[config.mk]
export PLATFORM = sky130hd
export DESIGN_NAME = tnoc_packet_arbiter
export DESIGN_NICKNAME = d
export VERILOG_FILES = /design/src/rtl/tnoc_pkg.sv /design/src/rtl/tnoc_round_robin_picker.sv /design/src/rtl/tnoc_packet_arbiter.sv
export SDC_FILE = /design/constraint.sdc
export NUM_CORES = 1
export LEC_CHECK = 0
export CAP_MARGIN = 30
export CORE_ASPECT_RATIO = 1.2
export CORE_MARGIN = 5
export CORE_UTILIZATION = 54
export DETAILED_ROUTE_END_ITERATION = 8
export PLACE_DENSITY = 0.91
export RECOVER_POWER = 25
export SYNTH_ARGS = -nofsm -noshare
export SYNTH_HDL_FRONTEND = slang
export SYNTH_SLANG_ARGS = --single-unit
[constraint.sdc]
create_clock -name clk -period 2.9 [get_ports clk]
set_input_delay 0.435 -clock clk [delete_from_list [all_inputs] [get_ports clk]]
set_output_delay 0.435 -clock clk [all_outputs]
set_load 0.02 [all_outputs]
[src/rtl/tnoc_pkg.sv]
// Shared types and helpers for the tnoc packet arbiter.
//   tnoc_arbiter_state : arbiter FSM state (IDLE = arbitrating, LOCKED = packet in flight)
//   sel_width()        : width of a binary index into N requesters, minimum 1
package tnoc_pkg;

  typedef enum logic [0:0] {
    IDLE,
    LOCKED
  } tnoc_arbiter_state;

  function automatic int unsigned sel_width(input int unsigned n);
    return (n > 1) ? $clog2(n) : 1;
  endfunction

endpackage

[src/rtl/tnoc_round_robin_picker.sv]
// Combinational round-robin pick: returns the first set bit of i_request found
// searching upward from i_pointer, wrapping REQUESTS-1 -> 0.
//   i_request : request vector
//   i_pointer : binary index of the highest-priority requester (< REQUESTS)
//   o_pick    : one-hot pick, all-zero when no request
module tnoc_round_robin_picker #(
  parameter int unsigned REQUESTS = 5,
  parameter int unsigned SEL_W    = 3
) (
  input  logic [REQUESTS-1:0] i_request,
  input  logic [SEL_W-1:0]    i_pointer,
  output logic [REQUESTS-1:0] o_pick
);

  logic [REQUESTS-1:0] w_mask;
  logic [REQUESTS-1:0] w_masked;
  logic [REQUESTS-1:0] w_lo_masked;
  logic [REQUESTS-1:0] w_lo_all;

  // Bits at or above the pointer; the lowest such request wins, otherwise wrap
  // around and take the lowest request overall.
  assign w_mask      = ~((REQUESTS'(1) << i_pointer) - REQUESTS'(1));
  assign w_masked    = i_request & w_mask;
  // x & -x isolates the lowest set bit.
  assign w_lo_masked = w_masked & (~w_masked + REQUESTS'(1));
  assign w_lo_all    = i_request & (~i_request + REQUESTS'(1));
  assign o_pick      = (|w_masked) ? w_lo_masked : w_lo_all;

endmodule

[src/rtl/tnoc_packet_arbiter.sv]
// Packet-granular round-robin arbiter for one router output port.
// A grant taken on a head flit is held until the tail flit is accepted, so
// packets never interleave on the link.
//   clk       : router clock
//   rst_n     : synchronous active-low reset
//   i_request : per requester, a flit is valid and targets this port
//   i_tail    : per requester, its current flit is the tail
//   i_ready   : downstream accepts a flit this cycle
//   o_grant   : one-hot grant (all-zero = none)
//   o_select  : binary index of o_grant, 0 when no grant
//   o_valid   : granted requester is presenting a flit
//   o_busy    : a multi-flit packet holds the port
module tnoc_packet_arbiter
  import tnoc_pkg::*;
#(
  parameter  int unsigned REQUESTS = 5,
  localparam int unsigned SEL_W    = sel_width(REQUESTS)
) (
  input  logic                clk,
  input  logic                rst_n,
  input  logic [REQUESTS-1:0] i_request,
  input  logic [REQUESTS-1:0] i_tail,
  input  logic                i_ready,
  output logic [REQUESTS-1:0] o_grant,
  output logic [SEL_W-1:0]    o_select,
  output logic                o_valid,
  output logic                o_busy
);

  tnoc_arbiter_state   r_state;
  tnoc_arbiter_state   w_state_next;
  logic [REQUESTS-1:0] r_grant;
  logic [REQUESTS-1:0] w_grant_next;
  logic [SEL_W-1:0]    r_pointer;
  logic [SEL_W-1:0]    w_pointer_next;
  logic [SEL_W-1:0]    w_pointer_inc;
  logic [REQUESTS-1:0] w_pick;
  logic [REQUESTS-1:0] w_grant;
  logic [SEL_W-1:0]    w_select;
  logic                w_transfer;
  logic                w_tail;

  tnoc_round_robin_picker #(
    .REQUESTS (REQUESTS),
    .SEL_W    (SEL_W)
  ) u_picker (
    .i_request (i_request),
    .i_pointer (r_pointer),
    .o_pick    (w_pick)
  );

  // Outputs are forced idle while reset is asserted, even though the IDLE
  // grant path is otherwise purely combinational from i_request.
  assign w_grant    = !rst_n            ? '0      :
                      (r_state == LOCKED) ? r_grant : w_pick;
  assign o_grant    = w_grant;
  assign o_valid    = |(w_grant & i_request);
  assign o_busy     = rst_n && (r_state == LOCKED);
  assign w_transfer = o_valid && i_ready;
  // Only the granted requester's tail bit matters.
  assign w_tail     = |(w_grant & i_tail);

  always_comb begin
    w_select = '0;
    for (int i = 0; i < REQUESTS; i++) begin
      if (w_grant[i]) begin
        w_select = w_select | SEL_W'(i);
      end
    end
  end
  assign o_select = w_select;

  // Next priority goes to the requester just after the one served.
  assign w_pointer_inc = (w_select == SEL_W'(REQUESTS - 1)) ? '0 : w_select + SEL_W'(1);

  always_comb begin
    w_state_next   = r_state;
    w_grant_next   = r_grant;
    w_pointer_next = r_pointer;
    unique case (r_state)
      IDLE: begin
        if (w_transfer) begin
          w_pointer_next = w_pointer_inc;
          if (!w_tail) begin
            w_state_next = LOCKED;
            w_grant_next = w_grant;
          end
        end
      end
      LOCKED: begin
        if (w_transfer && w_tail) begin
          w_state_next = IDLE;
        end
      end
      default: w_state_next = IDLE;
    endcase
  end

  always_ff @(posedge clk) begin
    if (!rst_n) begin
      r_state   <= IDLE;
      r_grant   <= '0;
      r_pointer <= '0;
    end else begin
      r_state   <= w_state_next;
      r_grant   <= w_grant_next;
      r_pointer <= w_pointer_next;
    end
  end

endmodule

# After elaboration in Yosys (flattened, before gate mapping)
# Index checks and enable logic that the tools add are counted.
classes:
  n_addsub: 4
  eq_ne: 1
  n_shift: 1
  mux: 12
  bitwise_logic: 10
  n_reduce_logical: 8
ops:
  columns: ["op", "n"]
  rows:
  - ["5-bit AND", 5]
  - ["5-bit 2-to-1 mux", 3]
  - ["5-bit inverter", 3]
  - ["5-bit OR reduction", 3]
  - ["5-bit by 1-bit adder with 5-bit output (second input constant)", 2]
  - ["3-bit 2-to-1 mux", 2]
  - ["1-bit by 3-bit left shift with 5-bit output (first input constant)", 1]
  - ["5-bit by 2-bit subtractor with 5-bit output (second input constant)", 1]
  - ["1-bit 2-to-1 mux", 4]
  - ["2-bit 2-to-1 mux", 2]
  - ["3-bit by 1-bit adder with 3-bit output (second input constant)", 1]
  - ["3-bit equality test (second input constant)", 1]
  - ["1-bit logical AND", 3]
  - ["3-bit AND reduction", 1]
  - ["1-bit inverter", 2]
  - ["1-bit one-hot mux with 2 select lines", 1]
  - ["2-bit AND reduction", 1]
word_totals:
  register_bits: 9
  inputBits: 13
  out_inout_bits: 10

# Longest topological paths before layout
# Gate-level depths: netlist of run 1.
logic_depth:
  word_depth: 16
  depth_mapped: 12
  mapped_depth_nobuf: 11

# Modules after synthesis
# Synthesis of run 1 repeated with hierarchy kept, for this count alone.
unflattened:
  hier_cells: 115
  area_unflattened_um2: 887.1
modules_own_cells:
  columns: ["module", "n_inst", "cells_each", "area_per_inst_um2"]
  rows:
  - ["tnoc_packet_arbiter", 1, 84, 675.6]
  - ["tnoc_round_robin_picker", 1, 31, 211.5]

# Worst setup path before layout of run 1
# OpenSTA, ideal clock, no wires.
synth_path:
  path_type: "input to register"
  start: "in rst_n"
  end: "reg r_pointer[2]"
  setup_ns: 0.120
  arrival_time_ns: 2.172
  slack_ns: 0.608
  path_stages: 12
  n_path_buf: 1
  cell_sequence: "clkbuf_8 -> nand2_1 -> a21oi_2 -> nor4bb_1 -> nor2_1 -> inv_1 -> nor2_1 -> inv_1 -> ha_1 -> nor2_1 -> mux2i_1 -> mux2i_1"
synth_via:
  elab_cells_between_ends: 12
  cone_classes: "add/sub (1); eq/ne (1); mux (6); bitwise (1); reduce/logical (3)"
synth_lines:
  columns: ["element", "line", "source"]
  rows:
  - ["from (decl)", "tnoc_packet_arbiter.sv:20", "input logic rst_n,"]
  - ["5-bit 2-to-1 mux (*)", "tnoc_packet_arbiter.sv:54", "assign w_grant = !rst_n ? '0 :"]
  - ["net o_grant[2]", "tnoc_packet_arbiter.sv:24", "output logic [REQUESTS-1:0] o_grant,"]
  - ["2-bit 2-to-1 mux (*) (2 in a row)", "tnoc_packet_arbiter.sv:66", "if (w_grant[i]) begin"]
  - ["3-bit 2-to-1 mux (*)", "tnoc_packet_arbiter.sv:66", null]
  - ["net o_select[1]", "tnoc_packet_arbiter.sv:25", "output logic [SEL_W-1:0] o_select,"]
  - ["3-bit by 1-bit adder with 3-bit output or 3-bit equality test (tied branches)", "tnoc_packet_arbiter.sv:74", "assign w_pointer_inc = (w_select == SEL_W'(REQUESTS - 1)) ? '0 : w_select + SEL_W'(1);"]
  - ["3-bit 2-to-1 mux (*)", "tnoc_packet_arbiter.sv:74", null]
  - ["to (signal assigned)", "tnoc_packet_arbiter.sv:107", "r_pointer <= w_pointer_next;"]
  - ["to (decl)", "tnoc_packet_arbiter.sv:34", "logic [SEL_W-1:0] r_pointer;"]
# The timed path passes the listed nets; every way through them passes the cells marked *.
# A chain may end at the register's enable or synchronous reset.

# Worst setup path after layout of run 1
layout_path:
  start: "in rst_n"
  end: "out o_valid"
layout_via:
  elab_chain_len: 3
layout_rtl:
  columns: ["element", "line", "source"]
  rows:
  - ["5-bit 2-to-1 mux", "tnoc_packet_arbiter.sv:54", null]
  - ["5-bit AND", "tnoc_packet_arbiter.sv:57", "assign o_valid = |(w_grant & i_request);"]
  - ["5-bit OR reduction", "tnoc_packet_arbiter.sv:57", null]
  - ["to (decl)", "tnoc_packet_arbiter.sv:26", "output logic o_valid,"]
# Every way passes these cells.

==> out/results.ini, run 1 <==
[status]
status = completed

[yosys]
synthMuxAreaShare_pct = 7.54
synth_xor_area_share_pct = 0
syn-cell-area_um2 = 1060
synthesis.nets = 149
seq_area_frac_synth_pct = 17.0
postSynthAreaPerCell_um2 = 7.93
synth_top_family_by_area = simple AND/OR/NAND/NOR gates
synth_simple_gate_area_share_pct = 31.7
synth_cell_types = 52
synth-seq-cells = 9
yosysWarnings = 0
synth_fa_ha_area_share_pct = 2.36
synth_cells = 134
synth_compound_area_share_pct = 29.8

[sta]
rsz0062_at_grt = yes
clock_skew_ns = 0.0104
final_hold_viol_count = 0
max_freq_mhz = 350
finalCritPeriodShare_pct = 98.4
worstMarginPinSlew_ns = 0.478
finalMaxSlewViolations = 0
setup_viol = 0
period_needed_ns = 2.85
max_slew_margin_pct = 67.8

[critical_path]
slowest_delay_ns = 0.49
worst_r2r_path_depth = 9
endpoint_kind = output pin
crit_type = input pin to output pin
worst_setup_path_start_kind = input pin
critical-path-slowest-cell = clkdlybuf4s50_1
crit_path_cell_trace = clkdlybuf4s50_1 > buf_4 > buf_4 > nand2_1 > nor2_1 > a31o_2 > a211oi_4 > o211ai_4 > clkdlybuf4s15_2
worstPathRequired_ns = 2.47
cp.arrival_ns = 2.42
crit_fanout = 4
crit_top_cell = buf_4

[placed_design]
dpl.cell_count = 197
port_buffers = 22
dp_hpwl_um = 2900
gp_congestion = 0.935

[floorplan]
ios = 23
initial_utilization_pct = 57.4
die-area_um2 = 2960
core_um2 = 1850
rows = 17
die_w_um = 50.5
fp.dieH_um = 58.6

[grt]
track_usage_pct = 29.6
grt_max_degree = 14
grt_pass1_wl_um = 6600
grt_remaining_overflow = 0
grt_antenna_before_repair = 0
grt_pass1_vias = 1393

[finish]
insertedDiodeCount = 0
layout.cells.non_filler = 204
areaGrowthSynthToFinish_pct = 46.2
fillers = 106
nets = 201
post-route-util_pct = 83.9
seqCellArea_um2 = 180
multiInputGateArea_um2 = 816
drive_above_1_share_pct = 30.8

[detailed_routing]
wirelength_um = 4070
drc = 0
ant_nets = 0
vias = 1334
drt_iter0_markers = 103
vias_per_cell = 6.54
wire_per_inst_um = 19.9
drt_first_pass_iters = 4

[worst_hold_path]
min_path_type = flip-flop to flip-flop
hold_path_depth = 2

[clock_tree]
cts.reportedPaths.clkPinSlew_ns = 0.06
cts-root-buf = clkbuf_4
numClockSinks = 9
clk_latency_ns = 0.29
cts_hold_buffers = 0
ctsLongestPathBuffers = 2
cts_buffers = 3
cts_max_level = 1
cts_tree = done

[pwr]
irDropWorstVdd_v = 0.000518
leakage_nw = 0.771
p_per_area_nw_per_um2 = 541

[job]
drv_cap = 0

## layout make-up
| type | count | area share, % |
|---|---|---|
| Multi-Input combinational cell | 103 | 52.5 |
| Timing Repair Buffer | 53 | 28.8 |
| Sequential cell | 9 | 11.6 |
| Inverter | 16 | 3.87 |
| Clock buffer | 4 | 1.69 |
| Tap cell | 19 | 1.53 |
## where the power goes
part	switching (W)	internal, W	total (W)	leakage, nW
Sequential	0.0000486	0.000143	0.000191	0.0731
Clock	0.0000572	0.0000536	0.000111	0.0150
Combinational	0.000292	0.000245	0.000538	0.683
Total	0.000398	0.000442	0.000840	0.771
## through the flow
step	setup TNS, ns	hold WS [ns]	setup slack [ns]	area [um^2]	total power [W]
6_report	0	0.478	0.0454	1550	0.000840
5_1_grt	-0.0426	0.495	-0.0234	1550	0.000886
4_1_cts	0	0.485	0.0466	1560	0.000824
3_5_place_dp	-2.89	0.475	-0.496	1450	0.000683
3_3_place_gp	-1.81	0.442	-0.370	1450	0.000653
2_1_floorplan	0	0.434	0.608	1060	0.000482
## critical path, delay by kind of cell
| family | cells | cell delay (ns) |
|---|---|---|
| buffers and inverters | 4 | 1.09 |
| AO/OA/AOI/OAI | 3 | 0.63 |
| AND/OR/NAND/NOR | 2 | 0.27 |
## cell usage in the layout, fill, tap and decap left out, types with 3 or more instances in the layout
| cell | synthesis | final |
|---|---|---|
| dlygate4sd2_1 | 0 | 10 |
| clkbuf_4 | 0 | 3 |
| dfxtp_1 | 9 | 9 |
| nand2b_1 | 5 | 5 |
| inv_1 | 16 | 16 |
| o21ai_0 | 3 | 3 |
| mux2i_1 | 8 | 8 |
| a21oi_1 | 5 | 5 |
| clkdlybuf4s50_1 | 0 | 9 |
| nand2_1 | 19 | 19 |
| nor2_1 | 10 | 10 |
| buf_4 | 3 | 31 |
| nand4_1 | 3 | 4 |
## cells by family after synthesis
family | Yosys count
adder cells (fa/ha/maj) | 2
AO/OA/AOI/OAI | 36
buffers and inverters | 22
multiplexers | 8
flip-flops | 9
AND/OR/NAND/NOR | 57
## cells in the mapped netlist (all sizes together)
cell type | n | area share [%]
a211oi | 2 | 1.9
a21oi | 7 | 4.0
a22oi | 1 | 0.71
a311oi | 1 | 0.82
a31o | 1 | 0.82
a31oi | 1 | 1.2
a41o | 2 | 2.0
and2 | 2 | 1.3
and2b | 3 | 2.4
and3 | 1 | 1.1
buf | 3 | 2.1
clkbuf | 3 | 3.9
dfxtp | 9 | 17
ha | 2 | 2.4
inv | 16 | 5.7
mux2i | 8 | 7.5
nand2 | 20 | 8.6
nand2b | 5 | 2.9
nand3 | 2 | 0.94
nand4 | 4 | 3.8
nor2 | 10 | 3.5
nor2b | 3 | 2.0
nor3 | 1 | 0.47
nor3b | 1 | 1.2
nor4 | 1 | 0.59
nor4bb | 1 | 0.94
o2111ai | 1 | 0.82
o211ai | 3 | 3.4
o21a | 1 | 0.71
o21ai | 4 | 1.9
o21ba | 1 | 0.94
o21bai | 1 | 0.71
o311a | 1 | 0.94
o31a | 2 | 1.6
o31ai | 3 | 3.9
o32a | 1 | 0.94
o32ai | 3 | 2.5
or2 | 1 | 0.59
or3 | 1 | 0.59
or3b | 1 | 0.82
## repair_timing
action	CTS	global route
gates resized for setup	22	3
setup buffers	3	0
setup endpoints to repair	9	6
pin swaps	2	1
gates cloned	0	0
## path summary, 6_finish.rpt
path | startpoint | slack (ns) | endpoint
worst min-delay path | r_grant[3] | 0.48 | r_grant[3]
worst min register to register | r_grant[3] | 0.48 | r_grant[3]
worst max-delay path | rst_n | 0.05 | o_valid
worst max register to register | r_pointer[2] | 0.34 | r_grant[3]
## per-layer routing
layer / wire length [um] / vias up / GRT usage, %
met5: 0 / - / 0
met4: 233 / 0 / 20.4
met3: 424 / 30 / 7.34
met2: 2000 / 113 / 51.4
met1: 1410 / 608 / 30.6
li1: - / 583 / -
Power figures use the tool's default switching activity.
==> run 2: changes to the inputs <==
Settings changed: CELL_PAD_IN_SITES_DETAIL_PLACEMENT set to 1, CELL_PAD_IN_SITES_GLOBAL_PLACEMENT set to 2, CORE_UTILIZATION 54 to 26, PLACE_DENSITY 0.91 to 0.82.
Clock period 2.9 ns to 2.35 ns, I/O delays scaled along.
==> run 2 against run 1 <==
Compared with the run above:
- the run now ends with setup timing left
- first-iteration DRC count down 46%
- cell count is 31% higher
- cell area increased by 27%
- sequential power grew 22%
- register-to-register slack lost 0.32 ns
- hold slack got worse by 0.020 ns
- power grew 55%
- critical path type is now flip-flop to output pin
==> out/results.ini, run 2 (synthesis results as in run 1) <==
[clock_tree]
cts_max_level = 1
clk_latency_ns = 0.24
cts_buffers = 3
ctsLongestPathBuffers = 2
cts-root-buf = clkbuf_8
numClockSinks = 9
cts_hold_buffers = 0
cts.reportedPaths.clkPinSlew_ns = 0.05
cts_tree = done

[pwr]
swShare_pct = 43.0
p_int_w = 0.000741
clock_power_share_pct = 14.6
p_per_area_nw_per_um2 = 662
irDropWorstVdd_v = 0.000448
p_comb_share_pct = 67.5
leakage_nw = 0.908
power.switching_w = 0.000560
seq_power_share_pct = 17.9

[worst_hold_path]
min_path_type = flip-flop to flip-flop
worstHoldStart = r_grant[2]

[detailed_routing]
drc = 0
vias_per_cell = 4.99
vias = 1338
drt_iter0_markers = 56
drt_first_pass_iters = 4
wirelength_um = 4670
ant_nets = 0
wire_per_inst_um = 17.4

[placed_design]
port_buffers = 22
dpl.cell_count = 250
gp_congestion = 0.855
dp_hpwl_um = 3430

[sta]
max_slew_margin_pct = 75.2
setup_tns_ns = -0.00139
setup_slack_ns = -0.00139
period_needed_ns = 2.35
setup_viol = 1
final_hold_viol_count = 0
rsz0062_at_grt = yes
finalCritPeriodShare_pct = 100
finalMaxSlewViolations = 0
worstMarginPinSlew_ns = 0.369
max_freq_mhz = 425
clock_skew_ns = 0.00320

[critical_path]
slowest_delay_ns = 0.38
worst_setup_path_start_kind = flip-flop
startpoint = r_pointer[1]
cp.arrival_ns = 2.00
timing.rr.start = r_pointer[1]
worstPathRequired_ns = 2.00
crit_type = flip-flop to output pin
endpoint_kind = output pin
crit_path_cell_trace = or3b_4 > a31oi_4 > nor4bb_4 > buf_4 > a211oi_4 > o211ai_4 > buf_6
critical-path-slowest-cell = or3b_4
crit_fanout = 6

[finish]
drive_above_1_share_pct = 55.1
layout_common_cells = 57 x buf_4, 17 x nand2_1, 14 x inv_1
layout.cells.non_filler = 268
areaGrowthSynthToFinish_pct = 85.0
insertedDiodeCount = 0
final_common_cell = buf_4
nets = 230

[floorplan]
die_w_um = 68.4
die-area_um2 = 5470
rows = 25
ios = 23
initial_utilization_pct = 27.0
core_um2 = 3940
fp.dieH_um = 80.0

[grt]
grt_pass1_vias = 1565
grt_max_degree = 11
grt_remaining_overflow = 0
track_usage_pct = 18.0
grt_pass1_wl_um = 7330
grt_antenna_before_repair = 0

[status]
violations = setup timing
status = finished with violations

[job]
drv_cap = 0

-- run 2: path summary, 6_finish.rpt --
check | slack, ns | depth (start not counted) | end
min | 0.46 | 2 | r_grant[2]
min reg2reg | 0.46 | 2 | r_grant[2]
max reg2reg | 0.02 | 10 | r_grant[1]
max | -0.001 | 7 | o_valid
-- run 2: worst max-delay path, delay by kind of cell (launching register included) --
kind,cells,cell delay [ns]
AO/OA/AOI/OAI,3,0.62
AND/OR/NAND/NOR,2,0.46
flip-flops,1,0.36
buffers and inverters,2,0.31
-- run 2: cell type report --
| class | instances | area, um^2 |
|---|---|---|
| fillers | 502 | 1980 |
| multi-input cells | 103 | 947 |
| repair buffers | 82 | 658 |
| flip-flops and latches | 9 | 188 |
| well taps | 54 | 67.6 |
| inverters | 16 | 60.1 |
| clock buffers | 4 | 45.0 |
-- run 2: what timing repair did --
action	4_1_cts	5_1_grt
resized for setup	72	26
buffers inserted	12	2
pin swaps	12	7
endpoints found under the setup margin	19	13
-- run 2: metal layers --
| layer | share of wire (%) | track usage, % | wire (um) | vias up |
|---|---|---|---|---|
| met5 | 0 | 0 | 0 | - |
| met4 | 3.0 | 8.15 | 140 | 0 |
| met3 | 2.7 | 3.24 | 125 | 13 |
| met2 | 56 | 34.2 | 2630 | 30 |
| met1 | 38 | 18.3 | 1770 | 658 |
| li1 | - | - | - | 637 |
-- run 2: power by group through the flow --
stage / logic, W / registers (W) / clock network, W
after CTS: 0.000814 / 0.000230 / 0.000192
after global placement: 0.000687 / 0.000222 / 0
final: 0.000878 / 0.000233 / 0.000189
after floorplan: 0.000394 / 0.000201 / 0
after detailed placement: 0.000714 / 0.000227 / 0
after global routing: 0.000936 / 0.000239 / 0.000199
-- run 2: through the flow --
step                setup slack [ns]  cell area, um^2  utilization (%)  total power [W]  hold WS (ns)
floorplan                      0.140             1060                -         0.000595         0.434
global placement              -0.742             1640             41.7         0.000909         0.447
detailed placement            -0.893             1640             41.7         0.000941         0.454
CTS                          -0.0196             1890             48.0          0.00124         0.461
global route                 -0.0667             1970             49.9          0.00137         0.478
finish                      -0.00139             1970             49.9          0.00130         0.458
==> run 3: changes to the inputs <==
Settings changed: SLEW_MARGIN set to 20.
==> results of run 3 <==
No change in the layout: final DEF, timing and power equal those of run 2.
